**src/rtl/mpu_regs_arbiter_pkg.sv**
```systemverilog
// Shared MPU register-arbiter definitions: FSM encoding, requester ids, index width.
package mpu_regs_arbiter_pkg;

  typedef enum logic [1:0] {
    ST_IDLE = 2'd0,
    ST_OWN0 = 2'd1,
    ST_OWN1 = 2'd2
  } arb_state_t;

  localparam int REQ_EXEC = 0;
  localparam int REQ_HOST = 1;

  function automatic int iw_of(input int nb_reg);
    return nb_reg / 8 + 1;
  endfunction

  function automatic arb_state_t own_state(input logic n);
    return n ? ST_OWN1 : ST_OWN0;
  endfunction

endpackage

```
**src/rtl/mpu_regs_arbiter_rr_grant.sv**
```systemverilog
// Two-way round-robin pick: a lone requester wins, a tie goes to the one not granted last.
module mpu_rr_grant
  import mpu_regs_arbiter_pkg::*;
(
  input  logic [1:0] valid,
  input  logic       last_grant,
  output logic [1:0] grant
);

  always_comb begin
    grant = valid;
    if (&valid) begin
      grant = '0;
      grant[last_grant ? REQ_EXEC : REQ_HOST] = 1'b1;
    end
  end

endmodule

```
**src/rtl/mpu_regs_arbiter.sv**
```systemverilog
// Arbitrates execute-unit and host writes into the MPU register file, one registered write port.
module mpu_regs_arbiter
  import mpu_regs_arbiter_pkg::*;
#(
  parameter  int nb_reg = 32,
  parameter  int cnt_w  = 16,
  localparam int IW     = iw_of(nb_reg)
) (
  input  logic             sys_clk,
  input  logic             sys_rst,
  input  logic             stall,
  input  logic [1:0]       rq_valid,
  input  logic [1:0]       rq_lock,
  output logic [1:0]       rq_ready,
  input  logic [IW-1:0]    rq0_idx,
  input  logic [63:0]      rq0_data,
  input  logic [2:0]       rq0_sel,
  input  logic [2:0]       rq0_r_sel,
  input  logic [1:0]       rq0_size,
  input  logic [IW-1:0]    rq1_idx,
  input  logic [63:0]      rq1_data,
  input  logic [2:0]       rq1_sel,
  input  logic [2:0]       rq1_r_sel,
  input  logic [1:0]       rq1_size,
  output logic [IW-1:0]    w_idx,
  output logic [63:0]      w_data,
  output logic [2:0]       w_sel,
  output logic [2:0]       w_r_sel,
  output logic [1:0]       w_size,
  output logic             we,
  output logic             en,
  output logic [1:0]       owner,
  output logic [cnt_w-1:0] wr_cnt0,
  output logic [cnt_w-1:0] wr_cnt1
);

  typedef struct packed {
    logic [IW-1:0] idx;
    logic [63:0]   data;
    logic [2:0]    sel;
    logic [2:0]    r_sel;
    logic [1:0]    size;
  } wr_req_t;

  arb_state_t                 state;
  logic                       last_grant;
  logic                       cur, oth;
  logic [1:0]                 rr_gnt, xfer;
  wr_req_t [1:0]              rq;
  wr_req_t                    w_q;
  logic [1:0][cnt_w-1:0]      cnt;

  assign rq[0] = {rq0_idx, rq0_data, rq0_sel, rq0_r_sel, rq0_size};
  assign rq[1] = {rq1_idx, rq1_data, rq1_sel, rq1_r_sel, rq1_size};

  assign cur      = (state == ST_OWN1);
  assign oth      = ~cur;
  assign en       = ~stall;
  assign rq_ready = {state == ST_OWN1, state == ST_OWN0} & {2{~stall}};
  assign xfer     = rq_valid & rq_ready;
  assign owner    = {state == ST_OWN1, state == ST_OWN0};

  mpu_rr_grant u_rr (
    .valid      (rq_valid),
    .last_grant (last_grant),
    .grant      (rr_gnt)
  );

  // An unlocked owner yields after every accepted transfer if the other side is waiting.
  always_ff @(posedge sys_clk or posedge sys_rst) begin
    if (sys_rst) begin
      state      <= ST_IDLE;
      last_grant <= 1'b1;
    end else if (!stall) begin
      if (|xfer) last_grant <= xfer[1];
      case (state)
        ST_IDLE: begin
          if (rr_gnt[0])      state <= ST_OWN0;
          else if (rr_gnt[1]) state <= ST_OWN1;
        end
        ST_OWN0, ST_OWN1: begin
          if ((xfer[cur] && !rq_lock[cur] && rq_valid[oth]) ||
              (!rq_valid[cur] && !rq_lock[cur]))
            state <= rq_valid[oth] ? own_state(oth) : ST_IDLE;
        end
        default: state <= ST_IDLE;
      endcase
    end
  end

  always_ff @(posedge sys_clk or posedge sys_rst) begin
    if (sys_rst) begin
      we  <= 1'b0;
      w_q <= '0;
    end else if (!stall) begin
      we <= |xfer;
      if (|xfer) w_q <= rq[cur];
    end
  end

  assign {w_idx, w_data, w_sel, w_r_sel, w_size} = w_q;

  always_ff @(posedge sys_clk or posedge sys_rst) begin
    if (sys_rst) begin
      cnt <= '0;
    end else begin
      for (int n = 0; n < 2; n++)
        if (xfer[n] && cnt[n] != '1) cnt[n] <= cnt[n] + cnt_w'(1);
    end
  end

  assign wr_cnt0 = cnt[0];
  assign wr_cnt1 = cnt[1];

endmodule

```
**config.mk**
```make
export PLATFORM = sky130hd
export DESIGN_NAME = mpu_regs_arbiter
export DESIGN_NICKNAME = d
export VERILOG_FILES = /design/src/rtl/mpu_regs_arbiter_pkg.sv /design/src/rtl/mpu_regs_arbiter_rr_grant.sv /design/src/rtl/mpu_regs_arbiter.sv
export SDC_FILE = /design/constraint.sdc
export NUM_CORES = 1
export LEC_CHECK = 0
export ABC_AREA = 0
export CAP_MARGIN = 20
export CORE_UTILIZATION = 44
export DETAILED_ROUTE_END_ITERATION = 7
export PLACE_DENSITY_LB_ADDON = 0.2
export SLEW_MARGIN = 20
export SYNTH_ARGS = -nofsm -noshare
export SYNTH_HDL_FRONTEND = slang
export SYNTH_SLANG_ARGS = --single-unit
```
**constraint.sdc**
```tcl
create_clock -name sys_clk -period 8.1 [get_ports sys_clk]
set_input_delay 1.62 -clock sys_clk [delete_from_list [all_inputs] [get_ports sys_clk]]
set_output_delay 1.62 -clock sys_clk [all_outputs]
set_load 0.01 [all_outputs]
```
==> results.yml <==
critical_path:
  ff2ff_path_depth: 7
  cp_common_cell: "clkdlybuf4s50_1"
  start_kind: "input port"
  critical_path_depth: 3
  worstPathMaxFanout: 10
  crit_arrival_ns: 3.14
  critPathKind: "input port to output pin"
  crit_path_max_incr_delay_ns: 0.60
  path_cells: "clkdlybuf4s50_1 > nor2b_1 > clkdlybuf4s50_1"
  path_buf_inv: 2
  critPathTopFamily: "buffers and inverters"
  slowest_stage: "clkdlybuf4s50_1"
  worstPathRequired_ns: 6.48
  cp-end-kind: "output pin"
routing:
  wl_mm: 15.9
  drcViolationCount: 0
  via_per_inst: 5.07
  detail_route.iter0.violations: 281
  ant_nets: 0
  via_count: 4920
  wl_per_cell_um: 16.4
  first_pass_iters: 4
yosys:
  synth_ff_type: "dfrtp_1"
  syn-num-nets: 689
  yosys_register_bits: 113
  yosys_warnings: 0
  syn-cell-area_um2: 5480
  seq_area_frac_synth_pct: 51.6
  ys_types: 46
  synthArstFlopShare_pct: 100
  netlist_instances: 522
  synth_edf_count: 0
  syn_area_per_cell_um2: 10.5
clock_network:
  htree_num_levels: 4
  numCtsBuffers: 17
  post_cts_buffers: 0
  cts-root-buf: "clkbuf_16"
  clkTransAtPathRegs_ns: 0.05
  cts_hold_buf: 0
  cts_sinks: 113
  cts_tree: "yes"
  post_cts_resized: 0
  clockBufferDepth: 2
  clk_latency_ns: 0.41
die:
  dieHeight_um: 114
  start_util_pct: 45.4
  dieArea_um2: 12900
  num_rows: 40
  io_pins: 276
  die_width_um: 114
  core_um2: 12100
worst_hold_path:
  hold_class: "flip-flop to flip-flop"
  holdPathStages: 2
flow_run:
  max_cap_violations: 0
place:
  hpwl_mm: 11.9
  globalplace.congestion: 0.819
  pre_cts_ws_ns: 3.33
  io_buffer_count: 275
global_routing:
  grt_pass1_wl_mm: 24.8
  grt_usage_pct: 25.4
  grt_max_degree: 81
  grt_antenna_before_repair: 0
  gr-total-overflow: 0
  grt_pass1_vias: 4887
power:
  leakage_uw: 0.00387
  power_uw: 2730
  max-vdd-ir-drop_v: 0.000142
  power_density_nw_per_um2: 310
run_status:
  status: "completed"
timing:
  hold_ws_ns: 0.461
  drv_slew: 0
  fin_crit_sh_pct: 58.7
  hold_violations: 0
  final.setup_skew_ns: 0.00601
  max_clock_freq_mhz: 210
  setup_viol: 0
  tns_ns: 0
  relSlewSlack_pct: 44.1
  fin_ws_ns: 3.34
  fin_crit_ns: 4.76
  tightest_slew_ns: 0.839
  rsz0062_at_grt: "false"
layout:
  drive_gt1_share_pct: 5.35
  fillers: 858
  fin_nets: 957
  area_growth_pct: 61.1
  n_antenna_cell: 0
per-layer routing:
layer	global-route usage, %	wire length, um	vias up
met5	0	0	-
met4	11.2	405	0
met3	5.90	932	28
met2	44.6	8330	176
met1	29.6	6230	2352
li1	-	-	2364
worst register-to-register path: cells and delay by family, from the launching register on:
family / cells / cell delay, ns
and+or+nand+nor: 3 / 1.31
buffers and inverters: 2 / 0.96
adders and majority gates: 1 / 0.53
DFF: 1 / 0.40
xor gates and xnor gates: 1 / 0.17
worst paths after layout:
| check | from | endpoint | slack (ns) |
|---|---|---|---|
| max in group asynchronous | sys_rst | w_data[38] | 5.22 |
| worst max register to register | state[0] | wr_cnt1[14] | 4.66 |
| min in group asynchronous | sys_rst | wr_cnt0[7] | 1.65 |
| worst max-delay path | stall | rq_ready[1] | 3.34 |
| worst min-delay path | last_grant | last_grant | 0.46 |
| worst min register to register | last_grant | last_grant | 0.46 |
report_power, final:
part           internal (uW)  switching [uW]
logic                    633             552
clock network            402             245
registers                771             131
cells in the final DEF (no fill, tap or decap), drive strengths merged, types with 2 or more instances in the layout:
cell type      instances
nand4b                 3
nor4                   5
o21ai                 78
inv                    6
a21oi                  9
nand3                 10
clkbuf                25
and4                   2
buf                    5
ha                     6
nor2b                  2
nand2b                 4
nor3                   9
mux2                   2
xor2                  21
nand2                 92
xnor2                  9
nor2                  10
nand4                 11
dfrtp                112
and3                   4
mux2i                 79
clkdlybuf4s50        275
clkinv                 7
a211oi                 2
nand3b                 3
per-stage QoR:
stage	utilization [%]	std cells	cell area [um2]
after floorplan	-	522	5480
after global placement	68.9	939	8310
after detailed placement	68.9	939	8310
after CTS	73.1	971	8820
after global routing	73.1	971	8820
final	73.1	971	8820
registers in the layout, indices dropped and copies added, names as in the netlist:
signal / flops
last_grant: 1
w_sel: 3
w_r_sel: 3
w_size: 2
wr_cnt0: 16
we: 1
w_idx: 5
state: 2
w_data: 64
wr_cnt1: 16
area by class of cell:
cell class | count | area [um2] | area share [%]
Multi-Input combinational cell | 372 | 2460 | 27.9
Tap cell | 168 | 210 | 2.38
Inverter | 6 | 25.0 | 0.284
Sequential cell | 113 | 2830 | 32.1
Timing Repair Buffer | 280 | 2790 | 31.6
Clock inverter | 7 | 35.0 | 0.397
Clock buffer | 25 | 475 | 5.39
logic make-up after synthesis:
group | count (synthesis) | synth area share (%)
AO/OA/AOI/OAI | 94 | 9.02
XOR/XNOR | 30 | 4.80
adder cells (fa/ha/maj) | 6 | 1.37
buffers and inverters | 37 | 3.93
flip-flops | 113 | 51.6
multiplexers | 81 | 14.9
AND/OR/NAND/NOR | 161 | 14.3
cell usage after synthesis, types with 8 or more instances:
| library cell | n | share of area (%) |
|---|---|---|
| a21oi_1 | 8 | 0.73 |
| buf_2 | 10 | 0.91 |
| dfrtp_1 | 112 | 51 |
| mux2i_1 | 79 | 14 |
| nand2_1 | 92 | 6.3 |
| nand3_1 | 9 | 0.82 |
| nand4_1 | 11 | 1.3 |
| nor2_1 | 10 | 0.69 |
| nor3_1 | 9 | 0.82 |
| o21ai_0 | 69 | 6.3 |
| o21ai_1 | 9 | 0.82 |
| xnor2_1 | 9 | 1.4 |
| xor2_1 | 21 | 3.4 |
(Power assumes the default switching activity.)
